[src/rtl/hidden_cpu_feeder_pkg.sv]
// Shared types and constants for the hidden CPU instruction feeder.
// Instruction words use the core's {opcode, addrA, addrB} field layout.
package hidden_cpu_feeder_pkg;

  typedef enum logic [1:0] {
    IDLE = 2'd0,
    LOAD = 2'd1,
    RUN  = 2'd2,
    HALT = 2'd3
  } feeder_state_t;

  localparam int OPC_W     = 2;
  localparam int REG_W     = 2;
  localparam int INSTR_W   = OPC_W + 2 * REG_W;
  localparam int DEPTH_DEF = 16;

  function automatic int max_int(input int a, input int b);
    return (a > b) ? a : b;
  endfunction

endpackage

[src/rtl/hidden_cpu_feeder_if.sv]
// Load, playback and PC-redirect signals between the feeder and its neighbours.
// master drives program/control, slave is the feeder itself.
interface hidden_cpu_feeder_if
  import hidden_cpu_feeder_pkg::*;
#(
  parameter int DEPTH  = DEPTH_DEF,
  parameter int ADDR_W = $clog2(DEPTH)
);
  logic               load_en;
  logic               load_valid;
  logic [INSTR_W-1:0] load_data;
  logic               load_ready;
  logic               run;
  logic               pc_sync;
  logic [7:0]         pc_in;
  logic [INSTR_W-1:0] instr_out;
  logic               instr_valid;
  logic               done;
  logic [ADDR_W:0]    prog_len;

  modport master (
    output load_en, load_valid, load_data, run, pc_sync, pc_in,
    input  load_ready, instr_out, instr_valid, done, prog_len
  );

  modport slave (
    input  load_en, load_valid, load_data, run, pc_sync, pc_in,
    output load_ready, instr_out, instr_valid, done, prog_len
  );
endinterface

[src/rtl/hidden_cpu_prog_mem.sv]
// Program buffer: synchronous write, registered synchronous read.
// The array is never reset; only the read register is.
module hidden_cpu_prog_mem
  import hidden_cpu_feeder_pkg::*;
#(
  parameter int DEPTH  = DEPTH_DEF,
  parameter int ADDR_W = $clog2(DEPTH)
) (
  input  logic               clk,
  input  logic               rst,
  input  logic               we,
  input  logic [ADDR_W-1:0]  wr_addr,
  input  logic [INSTR_W-1:0] wr_data,
  input  logic               rd_en,
  input  logic [ADDR_W-1:0]  rd_addr,
  output logic [INSTR_W-1:0] rd_data
);
  logic [INSTR_W-1:0] mem_r [DEPTH];

  // Storage array write port
  always_ff @(posedge clk) begin
    if (we) begin
      mem_r[wr_addr] <= wr_data;
    end
  end

  // Read register; holds its value whenever no read is requested
  always_ff @(posedge clk or posedge rst) begin
    if (rst) begin
      rd_data <= '0;
    end else if (rd_en) begin
      rd_data <= mem_r[rd_addr];
    end
  end
endmodule

[src/rtl/hidden_cpu_feeder.sv]
// Instruction-feed stage: loads a program over valid/ready, then replays it
// one word per clock with PC-driven redirects.
module hidden_cpu_feeder
  import hidden_cpu_feeder_pkg::*;
#(
  parameter int DEPTH  = DEPTH_DEF,
  parameter int ADDR_W = $clog2(DEPTH)
) (
  input logic                clk,
  input logic                rst,
  hidden_cpu_feeder_if.slave bus
);
  // Wide enough for both the 8-bit PC and prog_len, so no PC bit is dropped
  localparam int              CMP_W   = max_int(ADDR_W + 1, 8);
  localparam logic [ADDR_W:0] DEPTH_L = DEPTH[ADDR_W:0];

  feeder_state_t      state_r, state_nxt_s;
  logic [ADDR_W-1:0]  wr_ptr_r;
  logic [ADDR_W:0]    prog_len_r;
  logic [ADDR_W:0]    fa_r;
  logic               first_r;
  logic               valid_r;
  logic               done_r;
  logic               load_ready_s;
  logic               wr_en_s;
  logic               rd_en_s;
  logic               clr_load_s;
  logic               start_run_s;
  logic               in_range_s;
  logic [CMP_W-1:0]   na_s;
  logic [INSTR_W-1:0] rd_data_s;

  assign load_ready_s = (state_r == LOAD) && (prog_len_r < DEPTH_L);
  assign in_range_s   = na_s < CMP_W'(prog_len_r);

  // Next fetch address: redirect, first word of a run, or increment
  always_comb begin
    na_s = '0;
    if (bus.pc_sync) begin
      na_s = CMP_W'(bus.pc_in);
    end else if (first_r) begin
      na_s = '0;
    end else begin
      na_s = CMP_W'(fa_r) + CMP_W'(1'b1);
    end
  end

  // Next-state decode and per-cycle control strobes
  always_comb begin
    state_nxt_s = state_r;
    wr_en_s     = 1'b0;
    rd_en_s     = 1'b0;
    clr_load_s  = 1'b0;
    start_run_s = 1'b0;
    case (state_r)
      IDLE: begin
        if (bus.load_en) begin
          state_nxt_s = LOAD;
          clr_load_s  = 1'b1;
        end else if (bus.run) begin
          state_nxt_s = RUN;
          start_run_s = 1'b1;
        end else begin
          state_nxt_s = IDLE;
        end
      end
      LOAD: begin
        wr_en_s = bus.load_valid && load_ready_s;
        if (bus.load_en) begin
          state_nxt_s = LOAD;
        end else begin
          state_nxt_s = IDLE;
        end
      end
      RUN: begin
        if (!bus.run) begin
          state_nxt_s = IDLE;
        end else if (in_range_s) begin
          state_nxt_s = RUN;
          rd_en_s     = 1'b1;
        end else begin
          state_nxt_s = HALT;
        end
      end
      HALT: begin
        if (bus.run) begin
          state_nxt_s = HALT;
        end else begin
          state_nxt_s = IDLE;
        end
      end
      default: begin
        state_nxt_s = IDLE;
      end
    endcase
  end

  // State register
  always_ff @(posedge clk or posedge rst) begin
    if (rst) begin
      state_r <= IDLE;
    end else begin
      state_r <= state_nxt_s;
    end
  end

  // Pointers, fetch address and registered status
  always_ff @(posedge clk or posedge rst) begin
    if (rst) begin
      wr_ptr_r   <= '0;
      prog_len_r <= '0;
      fa_r       <= '0;
      first_r    <= 1'b0;
      valid_r    <= 1'b0;
      done_r     <= 1'b0;
    end else begin
      if (clr_load_s) begin
        wr_ptr_r   <= '0;
        prog_len_r <= '0;
      end else if (wr_en_s) begin
        wr_ptr_r   <= wr_ptr_r + ADDR_W'(1'b1);
        prog_len_r <= prog_len_r + (ADDR_W + 1)'(1'b1);
      end
      if (start_run_s) begin
        fa_r    <= '0;
        first_r <= 1'b1;
      end else if (rd_en_s) begin
        fa_r    <= na_s[ADDR_W:0];
        first_r <= 1'b0;
      end
      valid_r <= rd_en_s;
      done_r  <= (state_nxt_s == HALT);
    end
  end

  hidden_cpu_prog_mem #(
    .DEPTH  (DEPTH),
    .ADDR_W (ADDR_W)
  ) u_mem (
    .clk     (clk),
    .rst     (rst),
    .we      (wr_en_s),
    .wr_addr (wr_ptr_r),
    .wr_data (bus.load_data),
    .rd_en   (rd_en_s),
    .rd_addr (na_s[ADDR_W-1:0]),
    .rd_data (rd_data_s)
  );

  assign bus.load_ready  = load_ready_s;
  assign bus.instr_out   = rd_data_s;
  assign bus.instr_valid = valid_r;
  assign bus.done        = done_r;
  assign bus.prog_len    = prog_len_r;
endmodule

[src/flat_wrapper.sv]
// flat-port wrapper written by rule: the top's interface ports become plain ports
module hidden_cpu_feeder_flat import hidden_cpu_feeder_pkg::*;
#(
  parameter int DEPTH  = DEPTH_DEF,
  parameter int ADDR_W = $clog2(DEPTH)
)
  (clk, rst, bus_load_en, bus_load_valid, bus_load_data, bus_run, bus_pc_sync, bus_pc_in, bus_load_ready, bus_instr_out, bus_instr_valid, bus_done, bus_prog_len);
  hidden_cpu_feeder_if #(.DEPTH(DEPTH), .ADDR_W(ADDR_W)) bus_i ();
  input logic clk;
  input logic rst;
  input wire logic [$bits(bus_i.load_en)-1:0] bus_load_en;
  input wire logic [$bits(bus_i.load_valid)-1:0] bus_load_valid;
  input wire logic [$bits(bus_i.load_data)-1:0] bus_load_data;
  input wire logic [$bits(bus_i.run)-1:0] bus_run;
  input wire logic [$bits(bus_i.pc_sync)-1:0] bus_pc_sync;
  input wire logic [$bits(bus_i.pc_in)-1:0] bus_pc_in;
  output wire logic [$bits(bus_i.load_ready)-1:0] bus_load_ready;
  output wire logic [$bits(bus_i.instr_out)-1:0] bus_instr_out;
  output wire logic [$bits(bus_i.instr_valid)-1:0] bus_instr_valid;
  output wire logic [$bits(bus_i.done)-1:0] bus_done;
  output wire logic [$bits(bus_i.prog_len)-1:0] bus_prog_len;
  assign bus_i.load_en = bus_load_en;
  assign bus_i.load_valid = bus_load_valid;
  assign bus_i.load_data = bus_load_data;
  assign bus_i.run = bus_run;
  assign bus_i.pc_sync = bus_pc_sync;
  assign bus_i.pc_in = bus_pc_in;
  assign bus_load_ready = bus_i.load_ready;
  assign bus_instr_out = bus_i.instr_out;
  assign bus_instr_valid = bus_i.instr_valid;
  assign bus_done = bus_i.done;
  assign bus_prog_len = bus_i.prog_len;
  hidden_cpu_feeder #(.DEPTH(DEPTH), .ADDR_W(ADDR_W)) u_core (.clk(clk), .rst(rst), .bus(bus_i));
endmodule
[config.mk]
export PLATFORM = sky130hd
export DESIGN_NAME = hidden_cpu_feeder_flat
export DESIGN_NICKNAME = d
export VERILOG_FILES = /design/src/rtl/hidden_cpu_feeder_pkg.sv /design/src/rtl/hidden_cpu_feeder_if.sv /design/src/rtl/hidden_cpu_prog_mem.sv /design/src/rtl/hidden_cpu_feeder.sv /design/src/flat_wrapper.sv
export SDC_FILE = /design/constraint.sdc
export NUM_CORES = 1
export LEC_CHECK = 0
export CORE_MARGIN = 2
export CORE_UTILIZATION = 38
export CTS_CLUSTER_DIAMETER = 80
export DETAILED_ROUTE_END_ITERATION = 16
export GPL_TIMING_DRIVEN = 0
export PLACE_DENSITY = 0.66
export SLEW_MARGIN = 10
export SYNTH_ARGS = -nofsm -noshare
export SYNTH_HDL_FRONTEND = slang
export SYNTH_SLANG_ARGS = --single-unit
export TNS_END_PERCENT = 100
[constraint.sdc]
create_clock -name clk -period 3.05 [get_ports clk]
set_clock_uncertainty 0.1 [all_clocks]
set_input_delay 0.4575 -clock clk [delete_from_list [all_inputs] [get_ports clk]]
set_output_delay 0.4575 -clock clk [all_outputs]
set_load 0.03 [all_outputs]
* After elaboration in Yosys (flattened, before gate mapping)
Memory sizes are Yosys's and may differ from the RTL's. A register that Yosys moved wholly into a read port is not among the register bits.
Index checks and enable logic that the tools add are counted.
W data, S select, Z words.
** Cells by class
- Add/subtract/negate cells :: 3
- $lt $le $gt $ge :: 2
- Eq/ne operators :: 4
- Mux-type cells :: 28
- Reduce and logical (&&, ||, !) cells :: 5
** Operators with widths (number)
- $mux W5 :: 4
- $mux W8 :: 2
- $mux W1 :: 15
- $lt A8 B5 Y1 :: 1
- $mux W2 :: 4
- $mux W4 :: 2
- $pmux W2 S4 :: 1
- $add A5 B1 Y6 const B :: 1
- $eq A2 B2 Y1 const B :: 3
- $add A5 B1 Y5 const B :: 1
- $lt A5 B5 Y1 const B :: 1
- $add A4 B1 Y4 const B :: 1
- $reduce_bool A2 Y1 :: 2
- $eq A2 B1 Y1 const B :: 1
- $logic_and A1 B1 Y1 :: 2
- $logic_not A2 Y1 :: 1
** Word-level totals
- Register bits :: 19
- Memory bits (writable) :: 96
- Input port bits :: 20
- Word-level logic and storage cells :: 50
- Memories :: 1
** Memory list
- u_core.u_mem.mem_r :: depth 16, width 6, read ports 1, clocked after memory_dff 1, write ports 1, RTL line hidden_cpu_prog_mem.sv:18 : logic [INSTR_W-1:0] mem_r [DEPTH];

* Depth between registers and ports, before layout
Gate-level depths: netlist (run 1).
- Depth in word-level cells :: 9
- Depth in mapped cells :: 14
- Gate-level depth less buffers :: 11

* By module
Synthesis (run 1) repeated with hierarchy kept, for this count alone.
** Unflattened totals
- Cell total of the unflattened synthesis :: 292
- Area, all modules :: 5096.1 um2
** Modules (own cells, without submodules)
- hidden_cpu_prog_mem :: times used 1, cells each 186, area an instance 4020.1 um2, seq. area each 3032.9 um2
- hidden_cpu_feeder :: times used 1, cells each 106, area an instance 1076.0 um2, seq. area each 475.5 um2

* Worst setup path after synthesis (run 1)
No wires, ideal clock.
- Path kind :: input port to flip-flop
- Start :: input bus_pc_sync
- End :: register u_core.u_mem.rd_data[4] (read register of u_core.u_mem.mem_r)
- Arrival time :: 2961 ps
- Data required time :: 2825 ps
- Setup slack :: -136 ps
- Stages :: 13
- Buffers on the path :: 2
- Cells stage by stage :: buf_6 -> nor3b_1 -> mux2i_2 -> and2_4 -> inv_4 -> buf_2 -> ha_1 -> a21o_1 -> a211oi_1 -> o21ai_1 -> a41oi_4 -> and2b_4 -> mux2_2
** Between the ends
- Longest elaborated chain between the ends :: 5
** RTL lines
- start: declaration :: RTL line flat_wrapper.sv:15 : input wire logic [$bits(bus_i.pc_sync)-1:0] bus_pc_sync;
- $mux W8 * :: RTL line hidden_cpu_feeder.sv:39 : if (bus.pc_sync) begin
- $lt A8 B5 Y1 :: RTL line hidden_cpu_feeder.sv:34 : assign in_range_s = na_s < CMP_W'(prog_len_r);
- $mux W1 :: RTL line hidden_cpu_feeder.sv:78 : end else if (in_range_s) begin
- $mux W1 :: RTL line hidden_cpu_feeder.sv:76 : if (!bus.run) begin
- $mux W1 :: RTL line hidden_cpu_feeder.sv:55 : case (state_r)
- end: declaration :: RTL line hidden_cpu_prog_mem.sv:16 : output logic [INSTR_W-1:0] rd_data
Every way passes the cells marked *; elsewhere a longest branch is shown, timed or not.
A chain may end at the register's enable or synchronous reset.

* Final worst setup path (run 1)
Same ends and word-level chain as after synthesis.

==> run_results.csv, run 1 <==
group,metric,value,unit
finish,seq_area,3510,µm²
min_path,hold_end,"u_core.fa_r[2]",
logic_synthesis,synthCells,388,
detailed_routing,vias_per_cell,5.261,
clocking,hold_buffers,0,
clocking,clk_latency,410,ps
timing,setup-violations-final,0,
finish,multiInputGateArea,1705,µm²
logic_synthesis,synth_top_family_by_area,"simple AND/OR/NAND/NOR gates",
detailed_routing,ant_nets,0,
logic_synthesis,synth-seq-cells,121,
timing,slew_viol_final,0,
floorplan,fp.dieW,122.7,µm
placed_design,port_buffers,32,
finish,syn_to_final_growth,22.37,%
detailed_routing,drtIter0Drc,239,
worst_setup_path,crit_path_end_kind,"flip-flop",
timing,setup_ws,135.4,ps
global_route,grt_use_total,0.1653,
clocking,clkSlewWorstSetupHoldPaths,50,ps
timing,layout_min_cycle_time,2915,ps
floorplan,ioPinCount,34,
logic_synthesis,yosys-top-cells-count,"edfxtp_1 (96), mux2i_1 (45), nand2_1 (38), dfrtp_1 (25), nand3_1 (17)",
timing,rsz0062_at_grt,"false",
floorplan,coreArea,13830,µm²
worst_setup_path,crit_arrival,3110,ps
global_route,grt_pass1_wl,17850,µm
floorplan,die-area,15070,µm²
placed_design,place_congestion,0.8459,
clocking,cts_sinks,121,
power,p_per_area,721.3,nW/µm²
worst_setup_path,critical_path.cell_chain,"dlygate4sd2_1 -> buf_6 -> nor3b_2 -> mux2i_2 -> and2_4 -> inv_6 -> ha_4 -> a21o_1 -> a211oi_1 -> o21ai_1 -> a41oi_4 -> and2b_4 -> mux2_2",
worst_setup_path,reg2reg_depth,12,
timing,whs,411.5,ps
worst_setup_path,path_class,"input pin to flip-flop",
clocking,cts_made_buffers,17,
global_route,grt_pass1_vias,3328,
floorplan,fp.dieH,122.7,µm
timing,max_freq,343.1,MHz
worst_setup_path,reg2reg_slack,140,ps
detailed_routing,remaining_drc_errors,0,
logic_synthesis,synth_top_area_cell,"edfxtp_1",
timing,fin_tns_setup,0,ps
clocking,h-tree-depth,4,
logic_synthesis,synthSimpleGateAreaFrac,0.1119,
worst_setup_path,critPathBufInv,3,
timing,tightest_slew,1089,ps
worst_setup_path,critPathSlowestCell,"mux2_2",
worst_setup_path,crit_family,"compound AO/OA/AOI/OAI gates",
global_route,grt_max_degree,26,
worst_setup_path,reg2reg_to,"u_core.u_mem.rd_data[4]",
finish,diodes,0,
logic_synthesis,async_reset_ff_frac,0.2066,
worst_setup_path,critical_path_required,3250,ps
worst_setup_path,crit_fanout,17,
logic_synthesis,yosys-top-cells-area,"edfxtp_1 (54%), dfrtp_1 (12%), mux2i_1 (8.4%)",
global_route,grt-ovfl-total,0,
logic_synthesis,synth_edf_count,96,
logic_synthesis,synth_xor_area_frac,0.01308,
global_route,grt_antenna_before_repair,0,
logic_synthesis,synth_nets,418,
logic_synthesis,synth_area,5358,µm²
finish,nets,471,
detailed_routing,wl_per_cell,17.95,µm
logic_synthesis,synth_compound_area_frac,0.06446,
logic_synthesis,synth_area_per_cell,13.81,µm²
logic_synthesis,synth-adder-area-share,0.02335,
min_path,hp-class,"input pin to flip-flop",
worst_setup_path,critPathLaunchType,"input pin",
logic_synthesis,synth.distinct_cells,48,
timing,post-route-period-util,0.9556,
run_status,outcome,"finished, final reports clean",
timing,maxSlewHeadroom,0.2684,
flow_run,maxCapViolations,0,
logic_synthesis,yosysTopAreaCellShare,0.5381,
finish,fin_area,6556,µm²
finish,fillers,1167,
power,leakage,2.360,nW
floorplan,fp-row-count,43,
power,ir_drop,0.3922,mV
logic_synthesis,yosysMostFrequentCell,"edfxtp_1",
timing,hold_viol_final,0,
floorplan,start_util,0.3875,
worst_setup_path,critical-path-max-stage-delay,330,ps
clocking,root_buffer,"clkbuf_16",
logic_synthesis,synthMuxAreaShare,0.09785,
clocking,cts_tree,"built",
logic_synthesis,yosysSeqAreaShare,0.6548,
detailed_routing,vias,3330,
logic_synthesis,synth_warnings,0,
detailed_routing,routed_wl,11360,µm
clocking,clk_path_buf_depth,2,
placed_design,dp_slack,-841.9,ps
min_path,holdCritStartpoint,"bus_run",
worst_setup_path,reg2reg_from,"u_core.first_r",
finish,drive_gt1_frac,0.1236,
placed_design,postPlaceCellArea,5934,µm²
placed_design,dpl.hpwl,7913,µm
detailed_routing,drtPass1Iterations,5,
min_path,holdPathStages,3,
logic_synthesis,yosys_most_used_dff,"edfxtp_1",
==> worst reg2reg max path: cells and delay by family, from the launching register on <==
| family | cells | cell delay, ps |
|---|---|---|
| fa+ha+maj | 1 | 240 |
| simple gates | 3 | 590 |
| buf+inv | 2 | 340 |
| flops | 1 | 360 |
| mux | 2 | 440 |
| compound gates | 4 | 720 |
==> metrics by stage <==
step | utilization | total power, mW | instances
6_report | 0.4742 | 4.729 | 633
5_1_grt | 0.4742 | 4.903 | 633
4_1_cts | 0.4729 | 4.760 | 632
3_5_place_dp | 0.4292 | 2.754 | 600
3_3_place_gp | 0.4292 | 2.734 | 600
2_1_floorplan | - | 2.457 | 388
==> cell type report <==
class	count	area share
Sequential cell	121	0.5353
Clock buffer	19	0.06603
Inverter	16	0.01031
Clock inverter	12	0.02385
Timing Repair Buffer	36	0.05324
Tap cell	180	0.03435
Buffer	15	0.01679
Multi-Input combinational cell	234	0.2601
==> placed cells by master, fill, tap and decap left out, types with 2 or more instances in the layout <==
master / count
nand3b_1: 2
clkinv_1: 5
buf_4: 6
a32oi_1: 5
a21oi_1: 3
edfxtp_1: 96
and3_1: 4
a21o_1: 2
clkinv_2: 2
nand2_1: 38
nor2b_1: 3
buf_6: 6
clkdlybuf4s50_1: 31
mux2_1: 2
nand3_1: 17
and2_1: 5
xor2_1: 3
a31oi_1: 12
o21ai_0: 3
mux2i_1: 45
inv_1: 14
nor2_1: 13
o22ai_1: 2
xnor2_1: 4
a211oi_1: 6
dfrtp_1: 24
and2_4: 2
mux2_2: 2
o211ai_1: 3
bufinv_16: 4
o21ai_1: 5
nor3_1: 15
nor3_2: 2
clkbuf_16: 17
nand4_1: 8
clkbuf_1: 7
ha_1: 9
o31ai_1: 3
==> how the worst max path moves through the flow <==
| stage | from | slack [ps] | to | cells past startpoint |
|---|---|---|---|---|
| 5_1_grt | u_core.first_r | 30 | u_core.u_mem.rd_data[4] | 12 |
| 6_report | bus_pc_sync | 140 | u_core.u_mem.rd_data[4] | 13 |
| 2_1_floorplan | u_core.bus.prog_len[4] | 20 | u_core.u_mem.mem_r[4][0] | 5 |
| 4_1_cts | u_core.fa_r[0] | 0.7 | u_core.u_mem.rd_data[4] | 12 |
| 3_5_place_dp | bus_pc_sync | -840 | u_core.u_mem.rd_data[4] | 14 |
| 3_3_place_gp | bus_pc_sync | -830 | u_core.u_mem.rd_data[4] | 14 |
==> registers in the layout (all words and copies together), names as in the netlist <==
name	cells
u_core.first_r	1
u_core.state_r	2
u_core.bus.done	1
u_core.u_mem.mem_r	96
u_core.bus.instr_valid	1
u_core.bus.prog_len	5
u_core.fa_r	5
u_core.u_mem.rd_data	6
u_core.wr_ptr_r	4
==> metal layers <==
metal,share of wire,track usage
met1,0.42,0.2050
met2,0.51,0.2718
met3,0.054,0.04368
met4,0.019,0.07256
met5,0,0
==> logic make-up (layout without fill, tap and decap cells) <==
group	Yosys count	after routing
compound gates	48	48
xor+xnor	8	8
fa+ha+maj	10	10
buf+inv	33	98
flops	121	121
mux	51	51
simple gates	117	117
==> where the power goes <==
part,total [mW],switching (mW),leakage [nW],internal [mW]
logic,0.743,0.446,0.886,0.297
registers,1.98,0.0835,1.19,1.90
clock network,2.00,0.663,0.284,1.34
total,4.73,1.19,2.36,3.54
==> timing repair <==
action,4_1_cts,5_1_grt
endpoints found under the setup margin,13,10
gates resized for setup,2,3
setup buffers,2,2
Power figures use the tool's default switching activity.
==> inputs of run 2 (changes only) <==
Settings changed: ABC_CLOCK_PERIOD_IN_PS set to 3050, GPL_ROUTABILITY_DRIVEN set to 0, SLEW_MARGIN 10 to 20.
==> run_results.csv, run 2 (synthesis gave the netlist of run 1 again) <==
group,metric,value,unit
worst_setup_path,critical_path.cell_chain,"dlygate4sd2_1 -> buf_6 -> nor3b_2 -> mux2i_2 -> and2_4 -> inv_6 -> ha_4 -> a21o_1 -> a211oi_1 -> o21ai_1 -> a41oi_4 -> and2b_4 -> mux2_2",
timing,maxSlewHeadroom,0.3891,
timing,layout_min_cycle_time,2917,ps
placed_design,dpl.hpwl,7913,µm
finish,fillers,1169,
detailed_routing,vias,3339,
detailed_routing,remaining_drc_errors,0,
global_route,grt_max_degree,26,
global_route,grt-ovfl-total,0,
finish,reg_top3,"u_core.u_mem.mem_r (96), u_core.u_mem.rd_data (6)",
global_route,grt_use_total,0.1653,
global_route,grt_antenna_before_repair,0,
flow_run,maxCapViolations,0,
clocking,clk_latency,410,ps
timing,rsz0062_at_grt,"false",
finish,syn_to_final_growth,22.47,%
finish,final_common_cell,"edfxtp_1",
finish,nets,471,
timing,tightest_slew,910.7,ps
detailed_routing,wl_per_cell,18.01,µm
floorplan,fp.dieH,122.7,µm
detailed_routing,drtPass1Iterations,4,
detailed_routing,ant_nets,0,
placed_design,dp_slack,-841.9,ps
power,ir_drop,0.3931,mV
finish,fin_area,6561,µm²
detailed_routing,routed_wl,11400,µm
timing,setup_ws,132.6,ps
min_path,hp-class,"input pin to async pin",
finish,drive_gt1_frac,0.1258,
clocking,cts_sinks,121,
worst_setup_path,critical-path-max-stage-delay,330,ps
timing,fin_tns_setup,0,ps
clocking,cts_tree,"built",
placed_design,port_buffers,32,
timing,setup-violations-final,0,
timing,slew_viol_final,0,
finish,diodes,0,
floorplan,coreArea,13830,µm²
floorplan,ioPinCount,34,
finish,layout_common_cells,"edfxtp_1 (96), mux2i_1 (45), nand2_1 (38)",
clocking,hold_buffers,0,
finish,top_register,"u_core.u_mem.mem_r",
clocking,clkSlewWorstSetupHoldPaths,50,ps
clocking,root_buffer,"clkbuf_16",
floorplan,fp-row-count,43,
floorplan,fp.dieW,122.7,µm
power,p_per_area,720.8,nW/µm²
clocking,clk_path_buf_depth,2,
finish,final_util,0.4745,
power,leakage,2.358,nW
clocking,cts_made_buffers,17,
timing,whs,350.9,ps
timing,hold_viol_final,0,
worst_setup_path,critPathLaunchType,"input pin",
worst_setup_path,critical_path_required,3250,ps
clocking,h-tree-depth,4,
worst_setup_path,crit_fanout,17,
worst_setup_path,crit_path_end_kind,"flip-flop",
finish,largest_reg_flops,96,
detailed_routing,vias_per_cell,5.275,
worst_setup_path,crit_arrival,3120,ps
placed_design,postPlaceCellArea,5934,µm²
floorplan,start_util,0.3875,
run_status,outcome,"finished, final reports clean",
floorplan,die-area,15070,µm²
global_route,grt_pass1_wl,17850,µm
worst_setup_path,critPathSlowestCell,"mux2_2",
detailed_routing,drtIter0Drc,255,
worst_setup_path,path_class,"input pin to flip-flop",
global_route,grt_pass1_vias,3328,
timing,max_freq,342.8,MHz
timing,post-route-period-util,0.9565,
-- run 2: cell types whose count changed in the layout (fill, tap and decap cells not counted), sizes merged --
cell,change
clkinv,+1
inv,-1
-- run 2: worst max-delay path, delay by kind of cell --
kind	cells	cell delay (ps)
compound gates	4	730
fa+ha+maj	1	240
buf+inv	3	640
mux	2	440
simple gates	3	600
-- run 2: area by class of cell --
cell class                      instances  area [µm²]  share of cell area
Buffer                                 15       110.1             0.01678
Clock buffer                           19       432.9             0.06598
Inverter                               16       67.56             0.01030
Clock inverter                         12       156.4             0.02384
Sequential cell                       121        3510              0.5349
Timing Repair Buffer                   36       349.1             0.05320
Tap cell                              180       225.2             0.03432
Multi-Input combinational cell        234        1710              0.2607
-- run 2: layer usage --
metal,part of all wire,GRT usage
met2,0.51,0.2718
met5,0,0
met3,0.048,0.04368
met1,0.42,0.2050
met4,0.018,0.07256
-- run 2: final timing paths --
path | slack, ps | cells after the start | start | endpoint
worst max-delay path | 130 | 13 | bus_pc_sync | u_core.u_mem.rd_data[4]
worst min-delay path | 350 | 2 | rst | u_core.bus.done
worst max register to register | 130 | 12 | u_core.first_r | u_core.u_mem.rd_data[4]
worst min register to register | 430 | 1 | u_core.u_mem.rd_data[4] | u_core.u_mem.rd_data[4]
max in group asynchronous | 2040 | 2 | rst | u_core.fa_r[0]
min in group clk | 410 | 3 | bus_run | u_core.fa_r[2]
-- run 2: where the power goes --
| part | leakage, nW | total (mW) | internal, mW | switching, mW |
|---|---|---|---|---|
| registers | 1.19 | 1.98 | 1.90 | 0.0848 |
| clock network | 0.284 | 2.00 | 1.34 | 0.660 |
| logic | 0.884 | 0.746 | 0.298 | 0.448 |
| total | 2.36 | 4.73 | 3.54 | 1.19 |
-- run 2: metrics by stage --
stage	total power, mW	instances
after detailed placement	2.754	600
final	4.729	633
after floorplan	2.457	388
after global routing	4.905	633
after global placement	2.734	600
after CTS	4.760	632
-- run 2: repair_timing --
action	in CTS	in global routing
gates resized for setup	2	3
endpoints found under the setup margin	13	10
buffers inserted	2	2
